--- src/rtl/db_req_if.sv ---
// db_req_if: bundles the parser request handshake, the DB request/response
// bus, the decision strobe and the statistics outputs of db_req_gen.
// The slave modport is the db_req_gen view; master is the surrounding logic.
interface db_req_if #(
  parameter int HASH_SIZE = 32,
  parameter int KEY_SIZE  = 96,
  parameter int VAL_SIZE  = 32
);
  // parser request
  logic                 pkt_valid;
  logic                 pkt_ready;
  logic [3:0]           pkt_op;
  logic [KEY_SIZE-1:0]  pkt_key;
  logic [VAL_SIZE-1:0]  pkt_value;
  // request toward the DB
  logic                 db_valid;
  logic [3:0]           db_op;
  logic [HASH_SIZE-1:0] db_hash;
  logic [KEY_SIZE-1:0]  db_key;
  logic [VAL_SIZE-1:0]  db_value;
  // DB response
  logic                 db_rsp_valid;
  logic [3:0]           db_rsp_flag;
  // decision
  logic                 dec_valid;
  logic                 dec_hit;
  logic [3:0]           dec_flag;
  logic                 dec_drop;
  // statistics
  logic [31:0]          stat_req;
  logic [31:0]          stat_hit;
  logic [31:0]          stat_tmo;

  modport slave (
    input  pkt_valid, pkt_op, pkt_key, pkt_value, db_rsp_valid, db_rsp_flag,
    output pkt_ready, db_valid, db_op, db_hash, db_key, db_value,
    output dec_valid, dec_hit, dec_flag, dec_drop,
    output stat_req, stat_hit, stat_tmo
  );

  modport master (
    output pkt_valid, pkt_op, pkt_key, pkt_value, db_rsp_valid, db_rsp_flag,
    input  pkt_ready, db_valid, db_op, db_hash, db_key, db_value,
    input  dec_valid, dec_hit, dec_flag, dec_drop,
    input  stat_req, stat_hit, stat_tmo
  );
endinterface

--- src/rtl/db_req_gen.sv ---
// db_req_gen: accepts one parser request at a time, issues a single-cycle
// hashed lookup to the DB, waits up to TIMEOUT cycles for the response and
// emits a one-cycle decision, then idles GUARD cycles before the next request.
// Optional macro DB_REQ_STATS_EN builds saturating request/hit/timeout
// counters; without it the stat_* outputs are tied to zero.
module db_req_gen #(
  parameter int HASH_SIZE = 32,
  parameter int KEY_SIZE  = 96,
  parameter int VAL_SIZE  = 32,
  parameter int TIMEOUT   = 8,
  parameter int GUARD     = 2
) (
  input logic   clk,
  input logic   rst,
  db_req_if.slave bus
);

  typedef enum logic [1:0] {
    ST_IDLE  = 2'd0,
    ST_ISSUE = 2'd1,
    ST_WAIT  = 2'd2,
    ST_GUARD = 2'd3
  } state_t;

  // WAIT counts down from TIMEOUT-1 so that the zero count marks the last
  // WAIT cycle; GUARD counts down from GUARD after the decision cycle.
  localparam logic [7:0] WAIT_LOAD  = 8'(TIMEOUT - 1);
  localparam logic [3:0] GUARD_LOAD = 4'(GUARD);

  state_t               state_reg, state_next;
  logic [7:0]           wait_cnt_reg, wait_cnt_next;
  logic [3:0]           guard_cnt_reg, guard_cnt_next;
  logic                 accept;

  logic [3:0]           op_reg;
  logic [HASH_SIZE-1:0] hash_reg;
  logic [KEY_SIZE-1:0]  key_reg;
  logic [VAL_SIZE-1:0]  value_reg;
  logic                 db_valid_reg;

  logic                 dec_valid_reg, dec_valid_next;
  logic                 dec_hit_reg, dec_hit_next;
  logic [3:0]           dec_flag_reg, dec_flag_next;
  logic                 dec_drop_reg, dec_drop_next;

  // Key split into three hash-wide words, folded together by XOR.
  logic [HASH_SIZE-1:0] key_word [3];
  logic [HASH_SIZE-1:0] hash_fold;

  generate
    for (genvar gi = 0; gi < 3; gi++) begin : g_key_word
      assign key_word[gi] = bus.pkt_key[gi*HASH_SIZE +: HASH_SIZE];
    end
  endgenerate

  assign hash_fold = key_word[0] ^ key_word[1] ^ key_word[2];

  // Ready only while idle and not being reset, so it reads 0 during rst.
  assign bus.pkt_ready = (state_reg == ST_IDLE) && !rst;

  // Next-state logic, counters and the decision that is registered next cycle.
  always_comb begin
    state_next     = state_reg;
    wait_cnt_next  = wait_cnt_reg;
    guard_cnt_next = guard_cnt_reg;
    accept         = 1'b0;
    dec_valid_next = 1'b0;
    dec_hit_next   = 1'b0;
    dec_flag_next  = 4'd0;
    dec_drop_next  = 1'b0;
    case (state_reg)
      ST_IDLE: begin
        if (bus.pkt_valid) begin
          accept     = 1'b1;
          state_next = ST_ISSUE;
        end
      end
      ST_ISSUE: begin
        state_next    = ST_WAIT;
        wait_cnt_next = WAIT_LOAD;
      end
      ST_WAIT: begin
        if (bus.db_rsp_valid) begin
          // A response in the last WAIT cycle still counts as a hit.
          dec_valid_next = 1'b1;
          dec_hit_next   = 1'b1;
          dec_flag_next  = bus.db_rsp_flag;
          dec_drop_next  = (bus.db_rsp_flag[3:2] == 2'b01); // ARREST or FILTERED
          state_next     = ST_GUARD;
          guard_cnt_next = GUARD_LOAD;
        end else if (wait_cnt_reg == 8'd0) begin
          dec_valid_next = 1'b1;
          state_next     = ST_GUARD;
          guard_cnt_next = GUARD_LOAD;
        end else begin
          wait_cnt_next = wait_cnt_reg - 8'd1;
        end
      end
      ST_GUARD: begin
        if (guard_cnt_reg == 4'd0) begin
          state_next = ST_IDLE;
        end else begin
          guard_cnt_next = guard_cnt_reg - 4'd1;
        end
      end
      default: state_next = ST_IDLE;
    endcase
  end

  // State, request latch and registered outputs; reset aborts any operation.
  always_ff @(posedge clk) begin
    if (rst) begin
      state_reg     <= ST_IDLE;
      wait_cnt_reg  <= 8'd0;
      guard_cnt_reg <= 4'd0;
      op_reg        <= 4'd0;
      hash_reg      <= '0;
      key_reg       <= '0;
      value_reg     <= '0;
      db_valid_reg  <= 1'b0;
      dec_valid_reg <= 1'b0;
      dec_hit_reg   <= 1'b0;
      dec_flag_reg  <= 4'd0;
      dec_drop_reg  <= 1'b0;
    end else begin
      state_reg     <= state_next;
      wait_cnt_reg  <= wait_cnt_next;
      guard_cnt_reg <= guard_cnt_next;
      db_valid_reg  <= accept;
      dec_valid_reg <= dec_valid_next;
      dec_hit_reg   <= dec_hit_next;
      dec_flag_reg  <= dec_flag_next;
      dec_drop_reg  <= dec_drop_next;
      if (accept) begin
        op_reg    <= bus.pkt_op;
        hash_reg  <= hash_fold;
        key_reg   <= bus.pkt_key;
        value_reg <= bus.pkt_value;
      end
    end
  end

  assign bus.db_valid  = db_valid_reg;
  assign bus.db_op     = op_reg;
  assign bus.db_hash   = hash_reg;
  assign bus.db_key    = key_reg;
  assign bus.db_value  = value_reg;
  assign bus.dec_valid = dec_valid_reg;
  assign bus.dec_hit   = dec_hit_reg;
  assign bus.dec_flag  = dec_flag_reg;
  assign bus.dec_drop  = dec_drop_reg;

`ifdef DB_REQ_STATS_EN
  logic [31:0] stat_req_reg;
  logic [31:0] stat_hit_reg;
  logic [31:0] stat_tmo_reg;

  // Saturating event counters for issued requests, hits and timeouts.
  always_ff @(posedge clk) begin
    if (rst) begin
      stat_req_reg <= 32'd0;
      stat_hit_reg <= 32'd0;
      stat_tmo_reg <= 32'd0;
    end else begin
      if (db_valid_reg && (stat_req_reg != 32'hFFFF_FFFF))
        stat_req_reg <= stat_req_reg + 32'd1;
      if (dec_valid_reg && dec_hit_reg && (stat_hit_reg != 32'hFFFF_FFFF))
        stat_hit_reg <= stat_hit_reg + 32'd1;
      if (dec_valid_reg && !dec_hit_reg && (stat_tmo_reg != 32'hFFFF_FFFF))
        stat_tmo_reg <= stat_tmo_reg + 32'd1;
    end
  end

  assign bus.stat_req = stat_req_reg;
  assign bus.stat_hit = stat_hit_reg;
  assign bus.stat_tmo = stat_tmo_reg;
`else
  assign bus.stat_req = 32'd0;
  assign bus.stat_hit = 32'd0;
  assign bus.stat_tmo = 32'd0;
`endif

endmodule
--- src/flat_wrapper.sv ---
// flat-port wrapper written by rule: the top's interface ports become plain ports
module db_req_gen_flat 
#(
  parameter int HASH_SIZE = 32,
  parameter int KEY_SIZE  = 96,
  parameter int VAL_SIZE  = 32,
  parameter int TIMEOUT   = 8,
  parameter int GUARD     = 2
)
  (clk, rst, bus_pkt_valid, bus_pkt_op, bus_pkt_key, bus_pkt_value, bus_db_rsp_valid, bus_db_rsp_flag, bus_pkt_ready, bus_db_valid, bus_db_op, bus_db_hash, bus_db_key, bus_db_value, bus_dec_valid, bus_dec_hit, bus_dec_flag, bus_dec_drop, bus_stat_req, bus_stat_hit, bus_stat_tmo);
  db_req_if #(.HASH_SIZE(HASH_SIZE), .KEY_SIZE(KEY_SIZE), .VAL_SIZE(VAL_SIZE)) bus_i ();
  input logic clk;
  input logic rst;
  input wire logic [$bits(bus_i.pkt_valid)-1:0] bus_pkt_valid;
  input wire logic [$bits(bus_i.pkt_op)-1:0] bus_pkt_op;
  input wire logic [$bits(bus_i.pkt_key)-1:0] bus_pkt_key;
  input wire logic [$bits(bus_i.pkt_value)-1:0] bus_pkt_value;
  input wire logic [$bits(bus_i.db_rsp_valid)-1:0] bus_db_rsp_valid;
  input wire logic [$bits(bus_i.db_rsp_flag)-1:0] bus_db_rsp_flag;
  output wire logic [$bits(bus_i.pkt_ready)-1:0] bus_pkt_ready;
  output wire logic [$bits(bus_i.db_valid)-1:0] bus_db_valid;
  output wire logic [$bits(bus_i.db_op)-1:0] bus_db_op;
  output wire logic [$bits(bus_i.db_hash)-1:0] bus_db_hash;
  output wire logic [$bits(bus_i.db_key)-1:0] bus_db_key;
  output wire logic [$bits(bus_i.db_value)-1:0] bus_db_value;
  output wire logic [$bits(bus_i.dec_valid)-1:0] bus_dec_valid;
  output wire logic [$bits(bus_i.dec_hit)-1:0] bus_dec_hit;
  output wire logic [$bits(bus_i.dec_flag)-1:0] bus_dec_flag;
  output wire logic [$bits(bus_i.dec_drop)-1:0] bus_dec_drop;
  output wire logic [$bits(bus_i.stat_req)-1:0] bus_stat_req;
  output wire logic [$bits(bus_i.stat_hit)-1:0] bus_stat_hit;
  output wire logic [$bits(bus_i.stat_tmo)-1:0] bus_stat_tmo;
  assign bus_i.pkt_valid = bus_pkt_valid;
  assign bus_i.pkt_op = bus_pkt_op;
  assign bus_i.pkt_key = bus_pkt_key;
  assign bus_i.pkt_value = bus_pkt_value;
  assign bus_i.db_rsp_valid = bus_db_rsp_valid;
  assign bus_i.db_rsp_flag = bus_db_rsp_flag;
  assign bus_pkt_ready = bus_i.pkt_ready;
  assign bus_db_valid = bus_i.db_valid;
  assign bus_db_op = bus_i.db_op;
  assign bus_db_hash = bus_i.db_hash;
  assign bus_db_key = bus_i.db_key;
  assign bus_db_value = bus_i.db_value;
  assign bus_dec_valid = bus_i.dec_valid;
  assign bus_dec_hit = bus_i.dec_hit;
  assign bus_dec_flag = bus_i.dec_flag;
  assign bus_dec_drop = bus_i.dec_drop;
  assign bus_stat_req = bus_i.stat_req;
  assign bus_stat_hit = bus_i.stat_hit;
  assign bus_stat_tmo = bus_i.stat_tmo;
  db_req_gen #(.HASH_SIZE(HASH_SIZE), .KEY_SIZE(KEY_SIZE), .VAL_SIZE(VAL_SIZE), .TIMEOUT(TIMEOUT), .GUARD(GUARD)) u_core (.clk(clk), .rst(rst), .bus(bus_i));
endmodule
--- config.mk ---
export PLATFORM = sky130hd
export DESIGN_NAME = db_req_gen_flat
export DESIGN_NICKNAME = d
export VERILOG_FILES = /design/src/rtl/db_req_if.sv /design/src/rtl/db_req_gen.sv /design/src/flat_wrapper.sv
export SDC_FILE = /design/constraint.sdc
export NUM_CORES = 1
export LEC_CHECK = 0
export ABC_AREA = 1
export CAP_MARGIN = 25
export CORE_AREA = 2 2 161 163
export CTS_BUF_LIST = sky130_fd_sc_hd__clkbuf_2 sky130_fd_sc_hd__clkbuf_4 sky130_fd_sc_hd__clkbuf_8
export CTS_CLUSTER_DIAMETER = 60
export DETAILED_ROUTE_END_ITERATION = 10
export DIE_AREA = 0 0 163 165
export PLACE_DENSITY = 0.67
export SETUP_SLACK_MARGIN = 0.1
export SYNTH_ARGS = -nofsm -noshare
export SYNTH_HDL_FRONTEND = slang
export SYNTH_SLANG_ARGS = --single-unit
--- constraint.sdc ---
create_clock -name clk -period 3.08 [get_ports clk]
set_input_delay 0.616 -clock clk [delete_from_list [all_inputs] [get_ports clk]]
set_output_delay 0.616 -clock clk [all_outputs]
set_load 0.02 [all_outputs]
### Word-level counts from Yosys, hierarchy flattened

Index checks and enable logic that the tools add are counted.

* register bits after elaboration: 186
* input bits: 140
* output and inout bits: 269
* word-level logic and storage cells: 57

* add/subtract/negate cells: 2
* equality and inequality tests: 10
* mux-type cells: 17
* bitwise operators: 4
* reduce and logical (&&, ||, !) cells: 12

Operator list (count)
* $xor A32 B32 Y32: 2
* $mux W8: 2
* $pmux W8 S2: 1
* $mux W4: 3
* $reduce_and A3 Y1: 3
* $logic_not A8 Y1: 1
* $mux W2: 4
* $ne A2 B2 Y1 const B: 4
* $pmux W2 S4: 1
* $pmux W4 S2: 1
* $sub A8 B1 Y8 const B: 1
* $mux W1: 5
* $eq A2 B1 Y1 const B: 2
* $eq A2 B2 Y1 const B: 2
* $logic_not A4 Y1: 1
* $reduce_bool A2 Y1: 2
* $sub A4 B1 Y4 const B: 1
* $ne A3 B2 Y1 const B: 1
* $reduce_or A3 Y1: 1
* $logic_not A2 Y1: 1
* $ne A2 B1 Y1 const B: 1
* $not A1 Y1: 2
* $reduce_or A2 Y1: 1
* $logic_and A1 B1 Y1: 1
* $logic_not A1 Y1: 1

### Logic depth before layout (Yosys ltp)

* word-level depth: 4
* mapped depth: 10
* depth with buffers taken out: 9

### Worst setup path after synthesis

Ideal clock, no wire load.

* kind: input port to output port
* start point: in rst
* end point: out bus_pkt_ready
* arrival: 1.277 ns
* required time: 2.464 ns
* slack: 1.187 ns
* stages on the path: 3
* buffers on the path: 2
* cell sequence: clkbuf_2 clkbuf_1 nor2_1

* word-level cells in the longest chain between the ends: 2

Ends and longest elaborated chain
* start, declared: line flat_wrapper.sv:13 `input logic rst;`
* $logic_not A1 Y1: line db_req_gen.sv:59 `assign bus.pkt_ready = (state_reg == ST_IDLE) && !rst;`
* $logic_and A1 B1 Y1: line db_req_gen.sv:59
* end, declared: line flat_wrapper.sv:20 `output wire logic [$bits(bus_i.pkt_ready)-1:0] bus_pkt_ready;`

No other way between the ends.

### Final worst setup path

* start point: reg u_core.state_reg[0]
* end point: out bus_pkt_ready

* word-level cells in the longest chain between the ends: 2

Ends and longest elaborated chain
* start, declared: line db_req_gen.sv:30 `state_t state_reg, state_next;`
* start signal, assigned: line db_req_gen.sv:126 `state_reg <= state_next;`
* $logic_not A2 Y1: line db_req_gen.sv:59
* $logic_and A1 B1 Y1: line db_req_gen.sv:59

No other way between the ends.

==> results.md <==
* Die width at 163 um
* Max-cap violations at 0
* Max reg flops at 96
* Core area at ~0.025 mm^2
* Sequential cell area at roughly 0.0037 mm^2
* Top-count cell post-synth: nor2_1
* Number of inserted diodes at 0
* Area of the multi-input gates at roughly 0.0037 mm^2
* Vias in the first global route at 6876
* Dominant synthesized flop cell: dfxtp_1
* Fmax at a little under 400 MHz
* Worst Path Class, Setup: reg -> out
* Critical-path top delay cell: clkdlybuf4s50_1
* Final WS setup at 548.3 ps
* H-tree Lvls at 4
* Max Root-Sink Buffers at 2
* Nets at between 1000 and 1500
* Dpl ws at 661.6 ps
* Synth cell types at 34
* Worst Setup End Kind: output port
* Postcts setup bufs at 0
* Seq/Total Area, Yosys at 0.4509
* Num Clock Sinks at roughly 190
* Placed Instance Area at between 0.01 and 0.015 mm^2
* WP data required at about 2500 ps
* Initial core utilization at 0.3298
* Post-synth top cells: nor2_1 (237), dfxtp_1 (186), o21ai_0 (108), nand2_1 (99), buf_4 (98)
* Worst-path maximum fanout at 4
* Final Cycle Share at 0.8220
* Area fraction of the dominant cell type after synthesis at 0.4509
* # fillers at 2505
* Syn Std Cell Area at between 0.008 and 0.009 mm^2
* Drt first pass iters at 5
* Hold WC Path Type: reg -> reg
* DR DRC count at 0
* Worst vdd ir at 0.3965 mV
* Post-synth EDFFs at 0
* Met3 GRT Util at 0.06354
* Die ar. at between 0.02 and 0.03 mm^2
* Port Buf Inserts at between 300 and 400
* Top cells by area, synth: dfxtp_1 (45%), nor2_1 (11%), buf_4 (8.9%)
* RSZ-0062 raised after global routing: no
* Worst Tran Pin Value at roughly 580 ps
* Vias per inst at about 4.4
* Routability cong. at around 0.8
* Layout cells sized above 1 at 0.05100
* Most crowded layer after global routing: met2
* Setup_tns at 0 ps
* CP dominant cell by count: inv_1
* GR Util met1 at 0.1894
* GRT Util Overall at 0.1675
* #FFs+latches synth at approximately 190
* CTS buffer count at 17
* CP peak stage delay at roughly 600 ps
* Clock Skew at around 22 ps
* Ys async rst share at 0
* Routed WL at roughly 23 mm
* Row Count at between 50 and 60
* Reg clk slew, reported paths at roughly 110 ps
* Yosys warns at 0
* Remaining antenna violation count after routing at 0
* First-pass GRT wire length at between 30 and 40 mm
* Mean Syn Cell Area at roughly 7.8 um^2
* Ports at 409
* Antenna violations before repair at 0
* Average wire per standard cell at 13.64 um
* Utilization after layout at 0.4716
* DR vias at 7398
* GR met2 Demand/Resource at 0.2924
* Min cycle time layout at between 2000 and 3000 ps
* Slew HR at 0.6123
* Clk_lat worst skew at 480 ps
* Final hold vios at 0
* Post-synth top area cell: dfxtp_1
* Chip height at between 150 and 200 um
* Largest net degree at the start of global routing at 67
* Fin. max-slew vios at 0
* CP Launch Type: flip-flop
* Design area at between 0.01 and 0.015 mm^2
* Setup slack, reg-to-reg at 1170 ps
* CTS tree: built
* Area Growth Syn to Fin at 42.97%
* Post-DP HPWL at roughly 17 mm
* Outcome: completed
* Post-cts resize count at 0
* Synth Instances at 1052
* PD cells at 830.0 mW/mm^2
* Worst EP arrival at roughly 1900 ps
* Setup violators final at 0
* Pleak at 5.054 nW
* Root Buffer: clkbuf_8
* Cts hold-fix bufs at 0
* Initial drt markers at 356
* Remaining Overflow, GRT at 0
* Worst path cell trace: inv_1, ha_1, inv_1, nor2_1, clkdlybuf4s50_1
==> critical path: cells and delay by family, from the launching register on <==
family | cells | cell delay [ps]
and+or+nand+nor | 1 | 80
adders and majority gates | 1 | 220
DFF | 1 | 360
buffers and inverters | 3 | 790
==> where the power goes <==
group | switching, mW | internal (mW) | leakage, nW | total (mW)
Sequential | 0.358 | 3.08 | 1.53 | 3.44
Combinational | 2.62 | 2.01 | 3.31 | 4.63
Clock | 1.03 | 0.706 | 0.209 | 1.74
==> layout by cell type, fill, tap and decap left out, types with 6 or more instances in the layout <==
master,count
or2_1,23
conb_1,96
inv_1,56
o21ai_1,9
clkdlybuf4s50_1,312
buf_4,7
o211a_1,26
ha_1,8
inv_6,6
nor2_1,237
a21oi_1,10
nand3_1,40
buf_12,7
xnor2_1,32
nand2_1,99
o21ai_0,108
dfxtp_1,186
clkbuf_8,17
nor3_1,9
o211ai_1,26
==> kinds of logic (layout without fill, tap and decap cells) <==
| kind of cell | after synthesis | in the layout | share of synthesized area |
|---|---|---|---|
| AND/OR/NAND/NOR | 429 | 429 | 0.2191 |
| XOR/XNOR | 34 | 34 | 0.03606 |
| flip-flops | 186 | 186 | 0.4509 |
| buffers and inverters | 212 | 418 | 0.1450 |
| other | 1 | 96 | 0.0004541 |
| AO/OA/AOI/OAI | 182 | 182 | 0.1364 |
| adder cells (fa/ha/maj) | 8 | 8 | 0.01212 |
==> through the flow <==
| stage | power [mW] | hold slack, ps | std cells |
|---|---|---|---|
| floorplan | 6.255 | 452.7 | 1147 |
| global placement | 8.113 | 460.7 | 1651 |
| detailed placement | 8.167 | 469.6 | 1651 |
| CTS | 9.943 | 493.8 | 1683 |
| global route | 10.51 | 511.5 | 1683 |
| finish | 9.799 | 490.2 | 1683 |
==> layer usage <==
| layer | vias to the layer above | part of all wire | routed length (um) |
|---|---|---|---|
| met4 | 0 | 0.015 | 335 |
| met1 | 3359 | 0.40 | 9233 |
| met5 | - | 0 | 0 |
| li1 | 3752 | - | - |
| met3 | 17 | 0.089 | 2040 |
| met2 | 270 | 0.49 | 11340 |
==> final timing paths <==
check / start / end / cells after the start
max: u_core.state_reg[0]$_SDFFE_PP0P_ / bus_pkt_ready / 5
min: u_core.bus.db_op[0]$_SDFFE_PP0P_ / u_core.bus.db_op[0]$_SDFFE_PP0P_ / 2
max reg2reg: u_core.state_reg[0]$_SDFFE_PP0P_ / u_core.bus.db_hash[1]$_SDFFE_PP0P_ / 9
min reg2reg: u_core.bus.db_op[0]$_SDFFE_PP0P_ / u_core.bus.db_op[0]$_SDFFE_PP0P_ / 2
==> final cells by class <==
cell class	instances	share of cell area
clock buffers	18	0.02045
repair buffers	326	0.2808
clock inverters	14	0.01526
multi-input cells	749	0.3133
well taps	330	0.03497
flip-flops and latches	186	0.3154
inverters	60	0.01982
Note: power is estimated with default switching activity, not from simulation.
